### src/rtl/wb_ahb3lite_master_bridge.sv
// -----------------------------------------------------------------------------
// wb_ahb3lite_master_bridge
// Wishbone-classic slave to AHB3-Lite master bridge. Every Wishbone beat
// becomes one SINGLE/NONSEQ AHB transfer; there is never more than one
// transfer outstanding.
//
// Parameters:
//   HPROT_VAL       constant driven on mHPROT
// Ports:
//   clk_i, rst_n_i  clock (rising edge), async active-low reset
//   wb_*            Wishbone-classic slave side (adr/dat/sel/we/cyc/stb in,
//                   dat/ack/err out; ack/err are one-cycle pulses)
//   mH*             AHB3-Lite master side; mHREADY is a combinational copy
//                   of mHREADYOUT
// Build option:
//   WB_AHB_SIZE_DECODE_EN  decode wb_sel_i into HSIZE and HADDR[1:0];
//                          unsupported lane patterns return wb_err_o
//                          without an AHB transfer. Undefined: word only.
// -----------------------------------------------------------------------------
module wb_ahb3lite_master_bridge #(
   parameter logic [3:0] HPROT_VAL = 4'b0011
) (
   input  logic        clk_i,
   input  logic        rst_n_i,
   input  logic [31:0] wb_adr_i,
   input  logic [31:0] wb_dat_i,
   output logic [31:0] wb_dat_o,
   input  logic [3:0]  wb_sel_i,
   input  logic        wb_we_i,
   input  logic        wb_cyc_i,
   input  logic        wb_stb_i,
   output logic        wb_ack_o,
   output logic        wb_err_o,
   output logic        mHSEL,
   output logic [31:0] mHADDR,
   output logic [31:0] mHWDATA,
   output logic        mHWRITE,
   output logic [2:0]  mHSIZE,
   output logic [2:0]  mHBURST,
   output logic [3:0]  mHPROT,
   output logic [1:0]  mHTRANS,
   input  logic [31:0] mHRDATA,
   input  logic        mHREADYOUT,
   input  logic        mHRESP,
   output logic        mHREADY
);

   localparam int unsigned AW = 32;
   localparam int unsigned DW = 32;

   localparam logic [1:0] HTRANS_IDLE   = 2'b00;
   localparam logic [1:0] HTRANS_NONSEQ = 2'b10;
   localparam logic [2:0] HSIZE_BYTE    = 3'b000;
   localparam logic [2:0] HSIZE_HALF    = 3'b001;
   localparam logic [2:0] HSIZE_WORD    = 3'b010;

   typedef enum logic [1:0] {
      ST_IDLE = 2'd0,
      ST_ADDR = 2'd1,
      ST_DATA = 2'd2
   } state_t;

   state_t        state, state_nxt;
   logic [AW-1:0] haddr_nxt;
   logic [DW-1:0] hwdata_nxt;
   logic [DW-1:0] wb_dat_nxt;
   logic [2:0]    hsize_nxt;
   logic [1:0]    htrans_nxt;
   logic          hsel_nxt;
   logic          hwrite_nxt;
   logic          ack_nxt;
   logic          err_nxt;
   logic          abort_q, abort_nxt;
   logic          req_c;
   logic [2:0]    size_dec;
   logic [1:0]    lane_dec;
   logic          sel_ok;

   // Fixed AHB qualifiers and ready pass-through
   assign mHBURST = 3'b000;
   assign mHPROT  = HPROT_VAL;
   assign mHREADY = mHREADYOUT;

   // Low address bits always come from the lane decode, never from the bus
   logic unused_adr_lsb;
   assign unused_adr_lsb = ^wb_adr_i[1:0];

`ifdef WB_AHB_SIZE_DECODE_EN
   // Byte-lane pattern to transfer size and byte offset
   always_comb begin
      size_dec = HSIZE_WORD;
      lane_dec = 2'b00;
      sel_ok   = 1'b1;
      case (wb_sel_i)
         4'b1111: begin size_dec = HSIZE_WORD; lane_dec = 2'b00; end
         4'b0011: begin size_dec = HSIZE_HALF; lane_dec = 2'b00; end
         4'b1100: begin size_dec = HSIZE_HALF; lane_dec = 2'b10; end
         4'b0001: begin size_dec = HSIZE_BYTE; lane_dec = 2'b00; end
         4'b0010: begin size_dec = HSIZE_BYTE; lane_dec = 2'b01; end
         4'b0100: begin size_dec = HSIZE_BYTE; lane_dec = 2'b10; end
         4'b1000: begin size_dec = HSIZE_BYTE; lane_dec = 2'b11; end
         default: sel_ok = 1'b0;
      endcase
   end
`else
   // Word-only build: byte lanes are not looked at
   logic unused_sel;
   assign unused_sel = ^wb_sel_i;
   assign size_dec   = HSIZE_WORD;
   assign lane_dec   = 2'b00;
   assign sel_ok     = 1'b1;
`endif

   // New beat; the pulse terms stop a held strobe from reissuing a beat
   assign req_c = wb_cyc_i & wb_stb_i & ~wb_ack_o & ~wb_err_o;

   // Next-state and next-output logic
   always_comb begin
      state_nxt  = state;
      haddr_nxt  = mHADDR;
      hwdata_nxt = mHWDATA;
      hwrite_nxt = mHWRITE;
      hsize_nxt  = mHSIZE;
      htrans_nxt = mHTRANS;
      hsel_nxt   = mHSEL;
      wb_dat_nxt = wb_dat_o;
      ack_nxt    = 1'b0;
      err_nxt    = 1'b0;
      abort_nxt  = abort_q;

      case (state)
         ST_IDLE: begin
            abort_nxt = 1'b0;
            if (req_c) begin
               if (!sel_ok) begin
                  err_nxt = 1'b1;
               end else begin
                  haddr_nxt  = {wb_adr_i[AW-1:2], lane_dec};
                  hwrite_nxt = wb_we_i;
                  hsize_nxt  = size_dec;
                  hwdata_nxt = wb_dat_i;
                  htrans_nxt = HTRANS_NONSEQ;
                  hsel_nxt   = 1'b1;
                  state_nxt  = ST_ADDR;
               end
            end
         end
         ST_ADDR: begin
            if (!wb_cyc_i) abort_nxt = 1'b1;
            if (mHREADYOUT) begin
               htrans_nxt = HTRANS_IDLE;
               hsel_nxt   = 1'b0;
               state_nxt  = ST_DATA;
            end
         end
         ST_DATA: begin
            if (!wb_cyc_i) abort_nxt = 1'b1;
            // Abandoned cycles still finish on AHB but report nothing back
            if (mHREADYOUT) begin
               state_nxt = ST_IDLE;
               if (wb_cyc_i && !abort_q) begin
                  if (mHRESP) begin
                     err_nxt = 1'b1;
                  end else begin
                     ack_nxt = 1'b1;
                     if (!mHWRITE) wb_dat_nxt = mHRDATA;
                  end
               end
            end
         end
         default: state_nxt = ST_IDLE;
      endcase
   end

   // State and output registers
   always_ff @(posedge clk_i or negedge rst_n_i) begin
      if (!rst_n_i) begin
         state    <= ST_IDLE;
         mHADDR   <= '0;
         mHWDATA  <= '0;
         mHWRITE  <= 1'b0;
         mHSIZE   <= HSIZE_WORD;
         mHTRANS  <= HTRANS_IDLE;
         mHSEL    <= 1'b0;
         wb_dat_o <= '0;
         wb_ack_o <= 1'b0;
         wb_err_o <= 1'b0;
         abort_q  <= 1'b0;
      end else begin
         state    <= state_nxt;
         mHADDR   <= haddr_nxt;
         mHWDATA  <= hwdata_nxt;
         mHWRITE  <= hwrite_nxt;
         mHSIZE   <= hsize_nxt;
         mHTRANS  <= htrans_nxt;
         mHSEL    <= hsel_nxt;
         wb_dat_o <= wb_dat_nxt;
         wb_ack_o <= ack_nxt;
         wb_err_o <= err_nxt;
         abort_q  <= abort_nxt;
      end
   end

endmodule

### config.mk
export PLATFORM = sky130hd
export DESIGN_NAME = wb_ahb3lite_master_bridge
export DESIGN_NICKNAME = d
export VERILOG_FILES = /design/src/rtl/wb_ahb3lite_master_bridge.sv
export SDC_FILE = /design/constraint.sdc
export NUM_CORES = 1
export LEC_CHECK = 0
export CORE_MARGIN = 3
export CORE_UTILIZATION = 34
export DETAILED_ROUTE_END_ITERATION = 8
export PLACE_DENSITY = 0.72
export SYNTH_ARGS = -nofsm -noshare
export SYNTH_HDL_FRONTEND = slang
export SYNTH_SLANG_ARGS = --single-unit
### constraint.sdc
create_clock -name clk_i -period 1.7 [get_ports clk_i]
set_input_delay 0.34 -clock clk_i [delete_from_list [all_inputs] [get_ports clk_i]]
set_output_delay 0.34 -clock clk_i [all_outputs]
set_load 0.1 [all_outputs]
==> summary.md, run 1 <==
| Metric | Value |
|---|---|
| Worst EP arrival | 2.03 ns |
| Synth Area in Adders | less than 1% |
| Synth area leaders | dfrtp_1, mux2_1, mux2_4, buf_4, buf_12 |
| Setup CP Type | reg2reg |
| Antenna viol nets, final | 0 |
| Synth cell types | 23 |
| Avg Cell Area, Syn | between 15 and 20 um2 |
| Failing checks | setup timing |
| Routed len/inst | 18.4 um |
| CP startpoint kind | register |
| RR Startpoint | state[0]$_DFFE_PN0P_ |
| Vias in the first global route | slightly above 3000 |
| Die Span X | about 120 um |
| Unrepaired setup endpoints after global routing | yes |
| Clock Sinks | 101 |
| Gpl congestion | between 0.7 and 0.8 |
| GRT Util Overall | ~17% |
| Top routing layer used | met4 |
| H-tree depth | 3 |
| Storage cell area | 0.00254 mm2 |
| Placed cell area | 0.00738 mm2 |
| CTS root buf | clkbuf_16 |
| CP Cell Sequence | inv_2 -> ha_4 -> nand4b_1 -> or3_4 -> buf_16 -> mux2_4 |
| FF-to-FF setup slack | -0.10 ns |
| Setup crit start | state[0]$_DFFE_PN0P_ |
| Hold Crit Class | in2async |
| CP required | just under 2 ns |
| Fin. max-slew vios | 0 |
| DP HPWL | 8.39 mm |
| Final setup violation count | 32 |
| GRT Residual Overflow | 0 |
| Largest net degree at the start of global routing | 102 |
| Ys async rst share | 100% |
| Io pins | between 200 and 250 |
| Final Instance Area | between 0.007 and 0.008 mm2 |
| DRT Wirelength | 11.3 mm |
| EDFF count, synth | 0 |
| Post-Synthesis Cells | 249 |
| Mux share of post-synthesis cell area | 28.9% |
| Die area | 0.0134 mm2 |
| Setup Skew | 0.00653 ns |
| Worst-Margin Slew | 0.537 ns |
| Layout cells sized above 1 | 44.3% |
| Clk_lat worst skew | between 0.3 and 0.4 ns |
| Count leader, synth | dfrtp_1 |
| Synth area leader | dfrtp_1 |
| Met2 Routed Length | about 5.9 mm |
| Clock transition at path regs | 0.06 ns |
| Num rows | 39 |
| Initial Util | between 30% and 40% |
| Via count | 2772 |
| Fillers | 794 |
| Largest family of logic cells by synthesized area | multiplexers |
| N_diodes | 0 |
| F_max | 554 MHz |
| Die extent in y | approximately 120 um |
| Yosys warnings | 0 |
| Worst path slowest cell | or3_4 |
| Primary FF master, synth | dfrtp_1 |
| Multi-input gate area | approximately 0.0015 mm2 |
| Number of max-cap violations | 0 |
| Metal-1 WL | 4.18 mm |
| First-pass GRT wire length | 17.5 mm |
| CTS tree | built |
| Synth Register Bits | 101 |
| Layout area overhead | 92.2% |
| Synth Area in Compound Gates | ~1.4% |
| Final Hold Viols | 0 |
| Crit path largest cell delay | 0.46 ns |
| Sequential share of the synthesized area | 61.7% |
| Share of Yosys cell area claimed by the top area cell type | between 60% and 70% |
| CTS Hold Buffers Added | 0 |
| Clk buf depth | 2 |
| Final worst path period share | 106% |
| Crit Path Max Fanout | 8 |
| Routed wl met3 | 941 um |
| CTS Buf Count | 9 |
| Port buffer count | 200 |
| Synth Area in Simple Gates | 1.22% |
| Antenna violations before repair | 0 |
| Tmin final | 1.80 ns |
| Final setup margin | -0.104 ns |
| Total Neg Setup Slack | -3.11 ns |
| Layout net count | 574 |
| DRT iter0 DRCs | between 100 and 150 |
| Core area | 0.0116 mm2 |
| XOR/XNOR share of the synthesized area | 0% |
| Max_slew headroom | between 60% and 70% |
| Post-DR vias/cell | 4.53 |
| Post-synth top cells | dfrtp_1, mux2_1, mux2_4 |
| Status | finished, violations left |
| # DRC | 0 |
| TritonRoute pass-1 iters | 4 |
| Synthesized cell area | 0.00410 mm2 |
| Worst Setup End Kind | register |
## per-layer routing
metal	GRT usage, %	vias up
li1	-	1263
met1	19.7	1377
met2	29.8	119
met3	6.53	13
met4	5.41	0
met5	0	-
## flip-flops by register name, indices dropped and copies added, names as in the netlist
register / flops
wb_err_o: 1
wb_dat_o: 32
abort_q: 1
mHADDR: 30
mHTRANS: 1
mHWDATA: 32
mHWRITE: 1
state: 2
wb_ack_o: 1
## kinds of logic (layout without fill, tap and decap cells)
| logic type | count (synthesis) | after routing |
|---|---|---|
| fa+ha+maj | 3 | 3 |
| flops | 101 | 101 |
| simple gates | 8 | 8 |
| mux | 95 | 95 |
| buf+inv | 31 | 240 |
| other cells | 2 | 13 |
| compound gates | 9 | 9 |
## stage by stage
step                instances  hold slack [ns]  util (%)  setup WS [ns]
finish                    612           0.0390      67.8         -0.104
global route              612           0.0655      67.8         -0.173
CTS                       610           0.0789      67.5         -0.170
detailed placement        590            0.447      63.6         -0.498
global placement          590            0.446      63.6         -0.423
floorplan                 260           0.0444         -        -0.0630
## final timing paths
check / cells past startpoint / endpoint
setup / recovery: 6 / wb_dat_o[24]$_DFFE_PN0P_
hold / removal: 2 / wb_dat_o[0]$_DFFE_PN0P_
setup reg to reg: 6 / wb_dat_o[24]$_DFFE_PN0P_
hold reg to reg: 2 / abort_q$_DFFE_PN0P_
max in group asynchronous: 2 / wb_err_o$_DFF_PN0_
min in group clk_i: 2 / abort_q$_DFFE_PN0P_
## placed cells by master, fill, tap and decap left out, drive strengths merged, types with 2 or more instances in the layout
cell	n
bufinv	2
clkbuf	14
mux2	95
a21oi	3
o21ai	2
clkdlybuf4s50	99
dfrtp	101
inv	6
buf	118
ha	3
nor2	3
conb	13
## cell type report
class                           count  area share [%]
Sequential cell                   101            32.2
Inverter                            6           0.286
Timing Repair Buffer              218            41.6
Multi-Input combinational cell    128            19.3
Clock buffer                       13            3.56
Tap cell                          143            2.27
Clock inverter                      3           0.826
## worst max-delay path: cells and delay by family, from the launching register on
kind          cells  cell delay, ns
simple gates      2            0.61
buf+inv           2            0.27
fa+ha+maj         1            0.12
mux               1            0.29
flops             1            0.39
## timing repair
action,CTS,global route
cloned,3,1
setup endpoints to repair,32,33
pin swaps,2,2
setup buffers,1,1
gates resized for setup,8,2
Power of run 1 is left out: the tool's default activity adds up to more than one toggle a clock period on the data nets, which glitch-free logic cannot reach.
==> run 2, diff against run 1 <==
--- a/config.mk
+++ b/config.mk
@@ -9,6 +9,8 @@
 export CORE_UTILIZATION = 34
 export DETAILED_ROUTE_END_ITERATION = 8
 export PLACE_DENSITY = 0.72
+export REMOVE_ABC_BUFFERS = 1
 export SYNTH_ARGS = -nofsm -noshare
 export SYNTH_HDL_FRONTEND = slang
 export SYNTH_SLANG_ARGS = --single-unit
+export TNS_END_PERCENT = 30
==> summary.md, run 2 (synthesis gave the netlist of run 1 again) <==
| Metric | Value |
|---|---|
| Status | finished, violations left |
| Failing checks | setup timing |
| Biggest regs | mHWDATA: 32 flops, wb_dat_o: 32 flops, mHADDR: 30 flops |
| Final setup margin | -0.0794 ns |
| First-pass GRT wire length | 16.5 mm |
| Clk_lat worst skew | 0.34 ns |
| GRT Util Overall | between 10% and 20% |
| Antenna viol nets, final | 0 |
| F_max | 562 MHz |
| RR Startpoint | state[0]$_DFFE_PN0P_ |
| Max_slew headroom | a little under two thirds |
| CTS Hold Buffers Added | 0 |
| Commonest non-fill, non-tap cell in the layout | buf_12 |
| Tmin final | 1.78 ns |
| Commonest cells after routing, fill and taps aside | buf_12, dfrtp_1, clkdlybuf4s50_1, mux2_1, mux2_4 |
| Core area | 0.0116 mm2 |
| Layout cells sized above 1 | 37.3% |
| Hold Crit Class | in2async |
| GRT Residual Overflow | 0 |
| Routed len/inst | 17.5 um |
| DP HPWL | around 8.0 mm |
| Post-DR vias/cell | 4.58 |
| Final Hold Viols | 0 |
| Unrepaired setup endpoints after global routing | yes |
| CP endpoint | wb_dat_o[13]$_DFFE_PN0P_ |
| DRT Wirelength | 10.7 mm |
| H-tree depth | 3 |
| Io pins | 220 |
| Layout area overhead | 88.2% |
| Worst EP arrival | 2.00 ns |
| TritonRoute pass-1 iters | 4 |
| Gpl congestion | 0.751 |
| Final worst path period share | 105% |
| Worst Setup End Kind | register |
| Initial Util | between 30% and 40% |
| CTS root buf | clkbuf_16 |
| Num rows | 39 |
| Post-layout util | 66.4% |
| CTS Buf Count | 9 |
| Via count | 2806 |
| CTS tree | built |
| Setup CP Type | reg2reg |
| Crit Path Max Fanout | 16 |
| Fin. max-slew vios | 0 |
| Largest net degree at the start of global routing | 102 |
| CP required | 1.92 ns |
| Die Span X | around 120 um |
| Reg2Reg Capture Point | wb_dat_o[13]$_DFFE_PN0P_ |
| Clock transition at path regs | 0.07 ns |
| DRT iter0 DRCs | ~120 |
| Setup Skew | 0.00643 ns |
| Final setup violation count | 32 |
| # DRC | 0 |
| CP startpoint kind | register |
| Die extent in y | between 100 and 150 um |
| Reg2reg path depth | 6 |
| Die area | 0.0134 mm2 |
| Layout net count | between 500 and 600 |
| Setup crit start | state[0]$_DFFE_PN0P_ |
| N_diodes | 0 |
| Clk buf depth | 2 |
| Port buffer count | 200 |
| Vias in the first global route | 3170 |
| FF-to-FF setup slack | -0.08 ns |
| Number of max-cap violations | 0 |
| Worst-Margin Slew | 0.546 ns |
| Antenna violations before repair | 0 |
| Clock Sinks | about 100 |
run 2: worst min-delay path by stage:
stage	end	slack (ns)	cells past startpoint
global placement	mHADDR[6]$_DFFE_PN0P_	0.44	2
floorplan	abort_q$_DFFE_PN0P_	0.04	0
global route	mHADDR[3]$_DFFE_PN0P_	0.09	2
CTS	mHADDR[3]$_DFFE_PN0P_	0.09	2
finish	mHADDR[6]$_DFFE_PN0P_	0.06	2
detailed placement	mHADDR[3]$_DFFE_PN0P_	0.44	2
run 2: through the flow:
step	cell area [um2]	setup TNS [ns]	std cells	worst slack, ns	hold slack, ns
global placement	7260	-22.46	592	-0.384	0.444
detailed placement	7260	-25.51	592	-0.404	0.444
finish	7710	-1.98	612	-0.0794	0.0600
CTS	7710	-2.14	612	-0.0863	0.0889
global route	7710	-4.08	612	-0.147	0.0908
floorplan	3930	-122.40	235	-1.51	0.0444
run 2: repair_timing:
action,4_1_cts,5_1_grt
setup endpoints to repair,32,64
setup buffers,2,0
endpoints found under the hold margin,0,0
gates resized for setup,8,1
cloned,2,0
run 2: metal layers:
| metal | track usage (%) | part of all wire, % | up-vias |
|---|---|---|---|
| met5 | 0 | 0 | - |
| met4 | 4.02 | 0.99 | 0 |
| met3 | 7.31 | 11 | 9 |
| met2 | 27.2 | 50 | 146 |
| met1 | 18.6 | 38 | 1394 |
| li1 | - | - | 1257 |
run 2: worst max-delay path: stages (launching register included):
cell and delay [ns]:
dfrtp_1 0.39, inv_2 0.08, ha_4 0.13, nand4b_1 0.12, or3_4 0.43, buf_16 0.20, mux2_4 0.30
run 2: cell type report:
type	count	area [um2]
well taps	143	179
repair buffers	218	3230
inverters	6	22.5
clock inverters	6	110
fillers	810	3900
clock buffers	10	239
multi-input cells	128	1410
flip-flops and latches	101	2530
Power of run 2 is left out for the same reason.
